## src/rtl/ula_arbiter_if.sv

```systemverilog
// Requester, ULA and result bus bundle for ula_arbiter.
// Define ULA_ARB_STATS_EN to add the per-requester op counters.
interface ula_arbiter_if #(
  parameter int DATA_W = 32,
  parameter int SEL_W  = 8
);
  logic              req0;
  logic [DATA_W-1:0] a0;
  logic [DATA_W-1:0] b0;
  logic [SEL_W-1:0]  sel0;
  logic              gnt0;
  logic              req1;
  logic [DATA_W-1:0] a1;
  logic [DATA_W-1:0] b1;
  logic [SEL_W-1:0]  sel1;
  logic              gnt1;
  logic [DATA_W-1:0] ula_a;
  logic [DATA_W-1:0] ula_b;
  logic [SEL_W-1:0]  ula_sel;
  logic [DATA_W-1:0] ula_out;
  logic              ula_n;
  logic              ula_z;
  logic [DATA_W-1:0] res;
  logic              res_n;
  logic              res_z;
  logic              res_id;
  logic              done;
`ifdef ULA_ARB_STATS_EN
  logic [15:0]       cnt0;
  logic [15:0]       cnt1;
`endif

  modport slave (
    input  req0, a0, b0, sel0,
    input  req1, a1, b1, sel1,
    input  ula_out, ula_n, ula_z,
    output gnt0, gnt1,
    output ula_a, ula_b, ula_sel,
    output res, res_n, res_z, res_id, done
`ifdef ULA_ARB_STATS_EN
    , output cnt0, cnt1
`endif
  );

  modport master (
    output req0, a0, b0, sel0,
    output req1, a1, b1, sel1,
    output ula_out, ula_n, ula_z,
    input  gnt0, gnt1,
    input  ula_a, ula_b, ula_sel,
    input  res, res_n, res_z, res_id, done
`ifdef ULA_ARB_STATS_EN
    , input cnt0, cnt1
`endif
  );
endinterface

```

## src/rtl/ula_arbiter.sv

```systemverilog
// Round-robin two-requester front end for the shared combinational ULA.
// Define ULA_ARB_STATS_EN to add saturating completed-op counters cnt0/cnt1.
module ula_arbiter #(
  parameter int DATA_W = 32,
  parameter int SEL_W  = 8
) (
  input logic          clk,
  input logic          rst_n,
  ula_arbiter_if.slave bus
);
  typedef enum logic {IDLE, EXEC} state_t;

  state_t            state, state_d;
  logic              last_q, last_d;
  logic              gnt0_q, gnt0_d;
  logic              gnt1_q, gnt1_d;
  logic              done_q, done_d;
  logic [DATA_W-1:0] a_q, a_d;
  logic [DATA_W-1:0] b_q, b_d;
  logic [SEL_W-1:0]  sel_q, sel_d;
  logic [DATA_W-1:0] res_q, res_d;
  logic              rn_q, rn_d;
  logic              rz_q, rz_d;
  logic              id_q, id_d;
  logic              win;

  always_comb begin
    state_d = state;
    last_d  = last_q;
    gnt0_d  = 1'b0;
    gnt1_d  = 1'b0;
    done_d  = 1'b0;
    a_d     = a_q;
    b_d     = b_q;
    sel_d   = sel_q;
    res_d   = res_q;
    rn_d    = rn_q;
    rz_d    = rz_q;
    id_d    = id_q;
    win     = 1'b0;
    unique case (state)
      IDLE: begin
        if (bus.req0 | bus.req1) begin
          // on a tie the requester that did not win last time goes
          win     = (bus.req0 & bus.req1) ? ~last_q : bus.req1;
          a_d     = win ? bus.a1 : bus.a0;
          b_d     = win ? bus.b1 : bus.b0;
          sel_d   = win ? bus.sel1 : bus.sel0;
          gnt0_d  = ~win;
          gnt1_d  = win;
          last_d  = win;
          state_d = EXEC;
        end
      end
      EXEC: begin
        res_d   = bus.ula_out;
        rn_d    = bus.ula_n;
        rz_d    = bus.ula_z;
        id_d    = last_q;
        done_d  = 1'b1;
        state_d = IDLE;
      end
    endcase
  end

  always_ff @(posedge clk or negedge rst_n) begin
    if (!rst_n) begin
      state  <= IDLE;
      last_q <= 1'b1;
      gnt0_q <= 1'b0;
      gnt1_q <= 1'b0;
      done_q <= 1'b0;
      a_q    <= '0;
      b_q    <= '0;
      sel_q  <= '0;
      res_q  <= '0;
      rn_q   <= 1'b0;
      rz_q   <= 1'b0;
      id_q   <= 1'b0;
    end else begin
      state  <= state_d;
      last_q <= last_d;
      gnt0_q <= gnt0_d;
      gnt1_q <= gnt1_d;
      done_q <= done_d;
      a_q    <= a_d;
      b_q    <= b_d;
      sel_q  <= sel_d;
      res_q  <= res_d;
      rn_q   <= rn_d;
      rz_q   <= rz_d;
      id_q   <= id_d;
    end
  end

  assign bus.gnt0    = gnt0_q;
  assign bus.gnt1    = gnt1_q;
  assign bus.done    = done_q;
  assign bus.ula_a   = a_q;
  assign bus.ula_b   = b_q;
  assign bus.ula_sel = sel_q;
  assign bus.res     = res_q;
  assign bus.res_n   = rn_q;
  assign bus.res_z   = rz_q;
  assign bus.res_id  = id_q;

`ifdef ULA_ARB_STATS_EN
  logic [15:0] cnt0_q;
  logic [15:0] cnt1_q;

  always_ff @(posedge clk or negedge rst_n) begin
    if (!rst_n) begin
      cnt0_q <= '0;
      cnt1_q <= '0;
    end else if (done_d) begin
      if (!id_d && cnt0_q != 16'hFFFF) cnt0_q <= cnt0_q + 16'd1;
      if (id_d && cnt1_q != 16'hFFFF)  cnt1_q <= cnt1_q + 16'd1;
    end
  end

  assign bus.cnt0 = cnt0_q;
  assign bus.cnt1 = cnt1_q;
`endif
endmodule

```

## src/flat_wrapper.sv

```systemverilog
// flat-port wrapper written by rule: the top's interface ports become plain ports
module ula_arbiter_flat 
#(
  parameter int DATA_W = 32,
  parameter int SEL_W  = 8
)
  (clk, rst_n, bus_req0, bus_a0, bus_b0, bus_sel0, bus_req1, bus_a1, bus_b1, bus_sel1, bus_ula_out, bus_ula_n, bus_ula_z, bus_gnt0, bus_gnt1, bus_ula_a, bus_ula_b, bus_ula_sel, bus_res, bus_res_n, bus_res_z, bus_res_id, bus_done);
  ula_arbiter_if #(.DATA_W(DATA_W), .SEL_W(SEL_W)) bus_i ();
  input logic clk;
  input logic rst_n;
  input wire logic [$bits(bus_i.req0)-1:0] bus_req0;
  input wire logic [$bits(bus_i.a0)-1:0] bus_a0;
  input wire logic [$bits(bus_i.b0)-1:0] bus_b0;
  input wire logic [$bits(bus_i.sel0)-1:0] bus_sel0;
  input wire logic [$bits(bus_i.req1)-1:0] bus_req1;
  input wire logic [$bits(bus_i.a1)-1:0] bus_a1;
  input wire logic [$bits(bus_i.b1)-1:0] bus_b1;
  input wire logic [$bits(bus_i.sel1)-1:0] bus_sel1;
  input wire logic [$bits(bus_i.ula_out)-1:0] bus_ula_out;
  input wire logic [$bits(bus_i.ula_n)-1:0] bus_ula_n;
  input wire logic [$bits(bus_i.ula_z)-1:0] bus_ula_z;
  output wire logic [$bits(bus_i.gnt0)-1:0] bus_gnt0;
  output wire logic [$bits(bus_i.gnt1)-1:0] bus_gnt1;
  output wire logic [$bits(bus_i.ula_a)-1:0] bus_ula_a;
  output wire logic [$bits(bus_i.ula_b)-1:0] bus_ula_b;
  output wire logic [$bits(bus_i.ula_sel)-1:0] bus_ula_sel;
  output wire logic [$bits(bus_i.res)-1:0] bus_res;
  output wire logic [$bits(bus_i.res_n)-1:0] bus_res_n;
  output wire logic [$bits(bus_i.res_z)-1:0] bus_res_z;
  output wire logic [$bits(bus_i.res_id)-1:0] bus_res_id;
  output wire logic [$bits(bus_i.done)-1:0] bus_done;
  assign bus_i.req0 = bus_req0;
  assign bus_i.a0 = bus_a0;
  assign bus_i.b0 = bus_b0;
  assign bus_i.sel0 = bus_sel0;
  assign bus_i.req1 = bus_req1;
  assign bus_i.a1 = bus_a1;
  assign bus_i.b1 = bus_b1;
  assign bus_i.sel1 = bus_sel1;
  assign bus_i.ula_out = bus_ula_out;
  assign bus_i.ula_n = bus_ula_n;
  assign bus_i.ula_z = bus_ula_z;
  assign bus_gnt0 = bus_i.gnt0;
  assign bus_gnt1 = bus_i.gnt1;
  assign bus_ula_a = bus_i.ula_a;
  assign bus_ula_b = bus_i.ula_b;
  assign bus_ula_sel = bus_i.ula_sel;
  assign bus_res = bus_i.res;
  assign bus_res_n = bus_i.res_n;
  assign bus_res_z = bus_i.res_z;
  assign bus_res_id = bus_i.res_id;
  assign bus_done = bus_i.done;
  ula_arbiter #(.DATA_W(DATA_W), .SEL_W(SEL_W)) u_core (.clk(clk), .rst_n(rst_n), .bus(bus_i));
endmodule
```

## config.mk

```make
export PLATFORM = sky130hd
export DESIGN_NAME = ula_arbiter_flat
export DESIGN_NICKNAME = d
export VERILOG_FILES = /design/src/rtl/ula_arbiter_if.sv /design/src/rtl/ula_arbiter.sv /design/src/flat_wrapper.sv
export SDC_FILE = /design/constraint.sdc
export NUM_CORES = 1
export LEC_CHECK = 0
export CAP_MARGIN = 20
export CORE_MARGIN = 4
export CORE_UTILIZATION = 40
export DETAILED_ROUTE_END_ITERATION = 8
export DONT_BUFFER_PORTS = 1
export PLACE_DENSITY = 0.6
export SYNTH_ARGS = -nofsm -noshare
export SYNTH_HDL_FRONTEND = slang
export SYNTH_SLANG_ARGS = --single-unit
```

## constraint.sdc

```tcl
create_clock -name clk -period 3.1 [get_ports clk]
set_clock_uncertainty 0.05 [all_clocks]
set_input_delay 0.31 -clock clk [delete_from_list [all_inputs] [get_ports clk]]
set_output_delay 0.31 -clock clk [all_outputs]
set_load 0.02 [all_outputs]
```

==> results of run 1 <==
[layer usage]
layer  track usage (%)  wire length, um  share of wire [%]  vias to the layer above
met4             6.081              148                1.2                        0
li1                  -                -                  -                     1564
met1             19.50             4603                 36                     1655
met3             9.139             1638                 13                       10
met2             29.87             6233                 49                      202
met5                 0                0                  0                        -
[final timing paths]
kind / startpoint / cells after the start / slack [ns] / endpoint
setup / recovery: u_core.last_q / 4 / 1.22 / u_core.bus.ula_b[27]
hold / removal: bus_a0[23] / 2 / 0.04 / u_core.bus.ula_a[23]
setup reg to reg: u_core.last_q / 4 / 1.22 / u_core.bus.ula_b[27]
hold reg to reg: u_core.last_q / 2 / 0.53 / u_core.last_q
max in group asynchronous: rst_n / 2 / 2.08 / u_core.bus.ula_a[15]
min in group asynchronous: rst_n / 2 / 0.51 / u_core.bus.res[12]
[synthesized netlist by cell type]
cell type and number:
a31oi_1 1, nor2_1 74, inv_1 1, buf_12 7, a21oi_1 145, dfrtp_1 111
buf_6 2, clkbuf_8 7, nand2_1 72, inv_2 1, buf_4 1, dfstp_2 1
mux2_2 35, a21boi_2 1, o21bai_1 1, a21bo_2 1, buf_2 18
[final cells by class]
| type | instances | area (um^2) | share of cell area [%] |
|---|---|---|---|
| timing repair buffer | 8 | 122.6 | 2.390 |
| inverter | 2 | 7.507 | 0.1463 |
| multi-input combinational | 330 | 1722 | 33.55 |
| sequential | 112 | 2804 | 54.65 |
| tap | 147 | 183.9 | 3.584 |
| clock inverter | 6 | 52.55 | 1.024 |
| clock buffer | 10 | 239.0 | 4.657 |
[power by group]
group | internal [W] | switching [W]
Combinational | 0.000267 | 0.000366
Sequential | 0.00177 | 0.000627
Clock | 0.000578 | 0.000538
[through the flow]
| step | power, W | hold WS, ns |
|---|---|---|
| after detailed placement | 0.003038 | -0.03281 |
| after global placement | 0.003006 | -0.03182 |
| after global routing | 0.004385 | 0.02226 |
| after CTS | 0.004209 | 0.01629 |
| after floorplan | 0.002905 | -0.03559 |
| final | 0.004143 | 0.03724 |
[logic make-up after synthesis]
logic type             Yosys count
flip-flops                     112
AND/OR/NAND/NOR                146
buffers and inverters           37
AO/OA/AOI/OAI                  149
multiplexers                    35
[critical path: stages, from the launching register on]
cell	delay [ns]
dfstp_2	0.40
a21boi_4	0.72
buf_12	0.30
a21oi_1	0.10
a21oi_1	0.21
[state kept, by name, indices dropped and copies added (netlist names), 8 cells and up]
name,flops
u_core.bus.ula_a,32
u_core.bus.ula_b,32
u_core.bus.res,32
u_core.bus.ula_sel,8
[repair_timing]
item                                   4_1_cts  5_1_grt
endpoints found under the hold margin      113        0
hold buffers                                 3        0
gates resized for setup                      0        0
==> metrics, run 1 <==
outcome finished clean; Req. time, crit path 3.31 ns; routed vias 3431; number of global-route vias before repair 3597; initial DRC count 203; final setup TNS 0 ns; maxcap violations 0; FP Rows 40; dpl cells 596; clock sink total 112; I/O Pins 292; power density over the cells 807.4 nW/um^2; share of cells above drive strength 1 13.25%; CTS Buffer Depth 2; vias per cell 5.579; area of placed instances 4792 um^2; First-pass DRT Iterations 5; FMAX 531.2 MHz; post-synth cell types 17; total global-route track usage 17.83%; Die W 118.4 um; most common cell after layout, fill and taps aside a21oi_1; Max-slew headroom 39.52%; post-synthesis xor/xnor area fraction 0%; number of CTS-inserted buffers 9; worst vdd ir 348.8 uV; WL final 12.62 mm; final slew viol count 0; Seq/Total Area, Yosys 57.56%; Synth Area in Adders 0%; fin crit share 60.72%; Final Non-Filler Cells 615; Post-CTS Setup Bufs 0; height of the die 118.4 um; Mapped Area 4871 um^2; TritonCTS clock tree done; first-pass GRT wire length 19.93 mm; die area 14010 um^2; worst hold path type primary input to register; PortBufs 0; DP Worst Slack 1.258 ns; Leak 2.195 nW; Synth area leader dfrtp_1; HPWL after DPL 8.922 mm; largest net degree at the start of global routing 113; commonest cells after routing, fill and taps aside 145 x a21oi_1, 111 x dfrtp_1, 74 x nor2_1; antenna fix cells 0; dominant cells by area after synthesis dfrtp_1 57%, a21oi_1 15%, mux2_2 8.1%; CP endpoint kind register; shortest period the worst path allows 1.882 ns; Final ANT Viol Nets 0; Final Core Density 42.90%; Area Growth Syn to Fin 5.343%; H-tree depth 3; Final Setup Violations 0; syn avg cell area 10.17 um^2; mux cell area share after synthesis 8.091%; Syn Nets 661; share of the synthesized area in the top cell type 57.03%; core area 11960 um^2; crit-path max FO 42; RSZ-0062 raised after global routing no; critical path type register to register; simple-gate share of the synthesized area 11.25%; initial antenna violation count 0; crit path DAT 2.09 ns; main combinational cell family by area after synthesis compound AO/OA/AOI/OAI gates; measured slew at the worst slew-check pin 0.9049 ns; FILL cells 1160; Final WS setup 1.218 ns; worst skew pair latency 0.34 ns; Seq cells post-synth 112; CTS Root Cell clkbuf_16; wire per inst 20.52 um; Yosys warning total 0; Clk pin slew, worst setup/hold paths 0.08 ns; gpl congestion 0.7404; starting density of the core 40.72%; gate count of the mapped netlist 479; DRC Markers 0; startpoint types register; nets 645; remaining global-route overflow 0; Synth Area in Compound Gates 15.62%; final hold viol count 0; Finished Cell Area 5131 um^2
Power figures use the tool's default switching activity.
==> inputs of run 2 (changes only) <==
--- a/config.mk
+++ b/config.mk
@@ -10,7 +10,7 @@
 export CORE_UTILIZATION = 40
 export DETAILED_ROUTE_END_ITERATION = 8
 export DONT_BUFFER_PORTS = 1
-export PLACE_DENSITY = 0.6
+export PLACE_DENSITY = 0.62
 export SYNTH_ARGS = -nofsm -noshare
 export SYNTH_HDL_FRONTEND = slang
 export SYNTH_SLANG_ARGS = --single-unit
==> constraint.sdc (replaced) <==
create_clock -name clk -period 1.6 [get_ports clk]
set_clock_uncertainty 0.05 [all_clocks]
set_input_delay 0.16 -clock clk [delete_from_list [all_inputs] [get_ports clk]]
set_output_delay 0.16 -clock clk [all_outputs]
set_load 0.02 [all_outputs]
==> run 2 against run 1 <==
Against the previous run: the run now fails in clock tree synthesis (4_1_cts); synthesized cell count is the same; synthesized area is the same.
==> metrics, run 2 <==
outcome did not finish; Halt Stage clock tree synthesis (4_1_cts); Log Error [ERROR RSZ-0060] Max buffer count reached.; PortBufs 0; gpl congestion 0.8060; hold_buf cts 124; ys async rst share 100.0%; most frequent cell after synthesis a21oi_1; Post-CTS Setup Bufs 0; number of CTS-inserted buffers 9; height of the die 118.4 um; share of the synthesized area in the top cell type 57.03%; starting density of the core 40.72%; syn avg cell area 10.17 um^2; I/O Pins 292; CTS Root Cell clkbuf_16; area of placed instances 4840 um^2; gate count of the mapped netlist 479; Die W 118.4 um; Seq cells post-synth 112; FP Rows 40; Seq/Total Area, Yosys 57.56%; post-synth cell types 17; CTS Buffer Depth 2; Syn Nets 661; Synth Flop Type dfrtp_1; number of enable flip-flop cells after synthesis 0; dominant cells by area after synthesis dfrtp_1 57%, a21oi_1 15%, mux2_2 8.1%; Post-CTS Resized 0; Mapped Area 4871 um^2; HPWL after DPL 9.216 mm; Yosys warning total 0; H-tree depth 3; clock sink total 112; Synth area leader dfrtp_1; dpl cells 599; Post-synth top cells 145 x a21oi_1, 111 x dfrtp_1, 74 x nor2_1, 72 x nand2_1, 35 x mux2_2
[run 2: cell counts after synthesis]
No cell type changed its count.
[run 2: per-stage QoR]
step	worst slack, ns	hold WS [ns]
global placement	0.2260	-0.1823
detailed placement	0.1401	-0.1822
floorplan	0.3417	-0.1856
[run 2: cells by family after synthesis]
logic type      after synthesis  share of synthesized area [%]
simple gates                146                          11.25
compound gates              149                          15.62
mux                          35                          8.091
buf+inv                      37                          7.475
flops                       112                          57.56
==> inputs of run 3 (changes only) <==
--- a/config.mk
+++ b/config.mk
@@ -7,10 +7,10 @@
 export LEC_CHECK = 0
 export CAP_MARGIN = 20
 export CORE_MARGIN = 4
-export CORE_UTILIZATION = 40
+export CORE_UTILIZATION = 25
 export DETAILED_ROUTE_END_ITERATION = 8
 export DONT_BUFFER_PORTS = 1
-export PLACE_DENSITY = 0.62
+export PLACE_DENSITY_LB_ADDON = 0.15
 export SYNTH_ARGS = -nofsm -noshare
 export SYNTH_HDL_FRONTEND = slang
 export SYNTH_SLANG_ARGS = --single-unit
==> constraint.sdc (replaced) <==
create_clock -name clk -period 2.1 [get_ports clk]
set_clock_uncertainty 0.05 [all_clocks]
set_input_delay 0.21 -clock clk [delete_from_list [all_inputs] [get_ports clk]]
set_output_delay 0.21 -clock clk [all_outputs]
set_load 0.02 [all_outputs]
==> run 3 against run 2 <==
Against the previous run: the flow now finishes, with violations (hold timing).
==> metrics, run 3 (same netlist as run 1, synthesis figures left out) <==
CTS Buffer Depth 2; Final ANT Viol Nets 0; Clk pin slew, worst setup/hold paths 0.07 ns; power density over the cells 964.6 nW/um^2; initial antenna violation count 0; vias per cell 4.711; clock sink total 112; outcome complete, but fails checks; Die W 147.6 um; number of global-route vias before repair 4369; H-tree depth 3; DRC Markers 0; PortBufs 0; antenna fix cells 0; wire per inst 18.10 um; core area 18960 um^2; worst hold path type primary input to async pin; Req. time, crit path 2.33 ns; total global-route track usage 13.59%; First-pass DRT Iterations 5; share of cells above drive strength 1 10.22%; Leak 2.714 nW; I/O Pins 292; crit path DAT 2.02 ns; commonest cells after routing, fill and taps aside 145 x a21oi_1, 129 x dlygate4sd3_1, 111 x dfrtp_1; WL final 15.51 mm; final hold viol count 112; first-pass GRT wire length 23.38 mm; die area 21780 um^2; FP Rows 50; maxcap violations 0; measured slew at the worst slew-check pin 0.9315 ns; routed vias 4037; gpl congestion 0.7345; startpoint types register; HPWL after DPL 10.21 mm; Finished Cell Area 6501 um^2; Hold Slack -0.5002 ns; Max-slew headroom 37.73%; Area Growth Syn to Fin 33.47%; critical path type register to register; initial DRC count 265; shortest period the worst path allows 1.788 ns; most common cell after layout, fill and taps aside a21oi_1; CTS Root Cell clkbuf_16; Post-CTS Resized 0; starting density of the core 25.70%; largest net degree at the start of global routing 113; Final Setup Violations 0; fin crit share 85.13%; worst skew pair latency 0.35 ns; final setup TNS 0 ns; crit-path max FO 38; height of the die 147.6 um; RSZ-0062 raised after global routing no; final slew viol count 0; number of CTS-inserted buffers 9; area of placed instances 4943 um^2; violated checks hold timing; TritonCTS clock tree done; worst vdd ir 348.0 uV; hold_buf cts 129; nets 774; remaining global-route overflow 0; Post-CTS Setup Bufs 0; CP endpoint kind register; FMAX 559.4 MHz
==> run 3: path summary, 6_finish.rpt <==
| check | startpoint | endpoint | slack, ns | cells past startpoint |
|---|---|---|---|---|
| max | u_core.state | u_core.last_q | 0.31 | 5 |
| min | rst_n | u_core.bus.ula_b[4] | -0.50 | 0 |
| max reg2reg | u_core.state | u_core.last_q | 0.31 | 5 |
| min reg2reg | u_core.bus.ula_a[31] | u_core.bus.ula_a[31] | 0.61 | 2 |
| max in group asynchronous | rst_n | u_core.last_q | 2.23 | 0 |
| min in group clk | bus_b1[16] | u_core.bus.ula_b[16] | 0.02 | 2 |
==> run 3: area by class of cell <==
class	instances	area, um^2
Clock buffer	12	236.5
Clock inverter	4	30.03
Fill cell	1891	12450
Inverter	2	7.507
Multi-Input combinational cell	330	1722
Sequential cell	112	2804
Tap cell	260	325.3
Timing Repair Buffer	137	1376
==> run 3: power by group <==
| part | internal (W) | leakage, nW | total, W | switching (W) |
|---|---|---|---|---|
| combinational | 0.000552 | 1.31 | 0.00112 | 0.000564 |
| sequential | 0.00261 | 1.28 | 0.00356 | 0.000950 |
| clock | 0.000812 | 0.127 | 0.00159 | 0.000781 |
==> run 3: per-stage QoR <==
step / worst slack (ns) / hold slack (ns) / utilization [%] / instances / power, W
3_3_place_gp: 0.1749 / -0.1327 / 26.08 / 712 / 0.004503
2_1_floorplan: 0.8417 / -0.1356 / - / 479 / 0.004289
6_report: 0.3122 / -0.5002 / 34.30 / 857 / 0.006271
3_5_place_dp: 0.1585 / -0.1321 / 26.08 / 712 / 0.004527
5_1_grt: 0.2074 / -0.5346 / 34.30 / 857 / 0.006645
4_1_cts: 0.3296 / -0.5250 / 34.30 / 857 / 0.006386
==> run 3: layer usage <==
layer | wire length (um) | vias to the layer above | track usage [%]
met5 | 0 | - | 0
met2 | 7843 | 257 | 24.27
met1 | 5414 | 1934 | 13.78
met3 | 1879 | 23 | 5.702
met4 | 372 | 0 | 6.198
li1 | - | 1823 | -
==> run 3: critical path, cell delays in order (launching register included) <==
cell and delay, ns:
dfrtp_1 0.35, buf_4 0.41, inv_1 0.12, a21oi_1 0.18, a31oi_1 0.05, dlygate4sd3_1 0.56
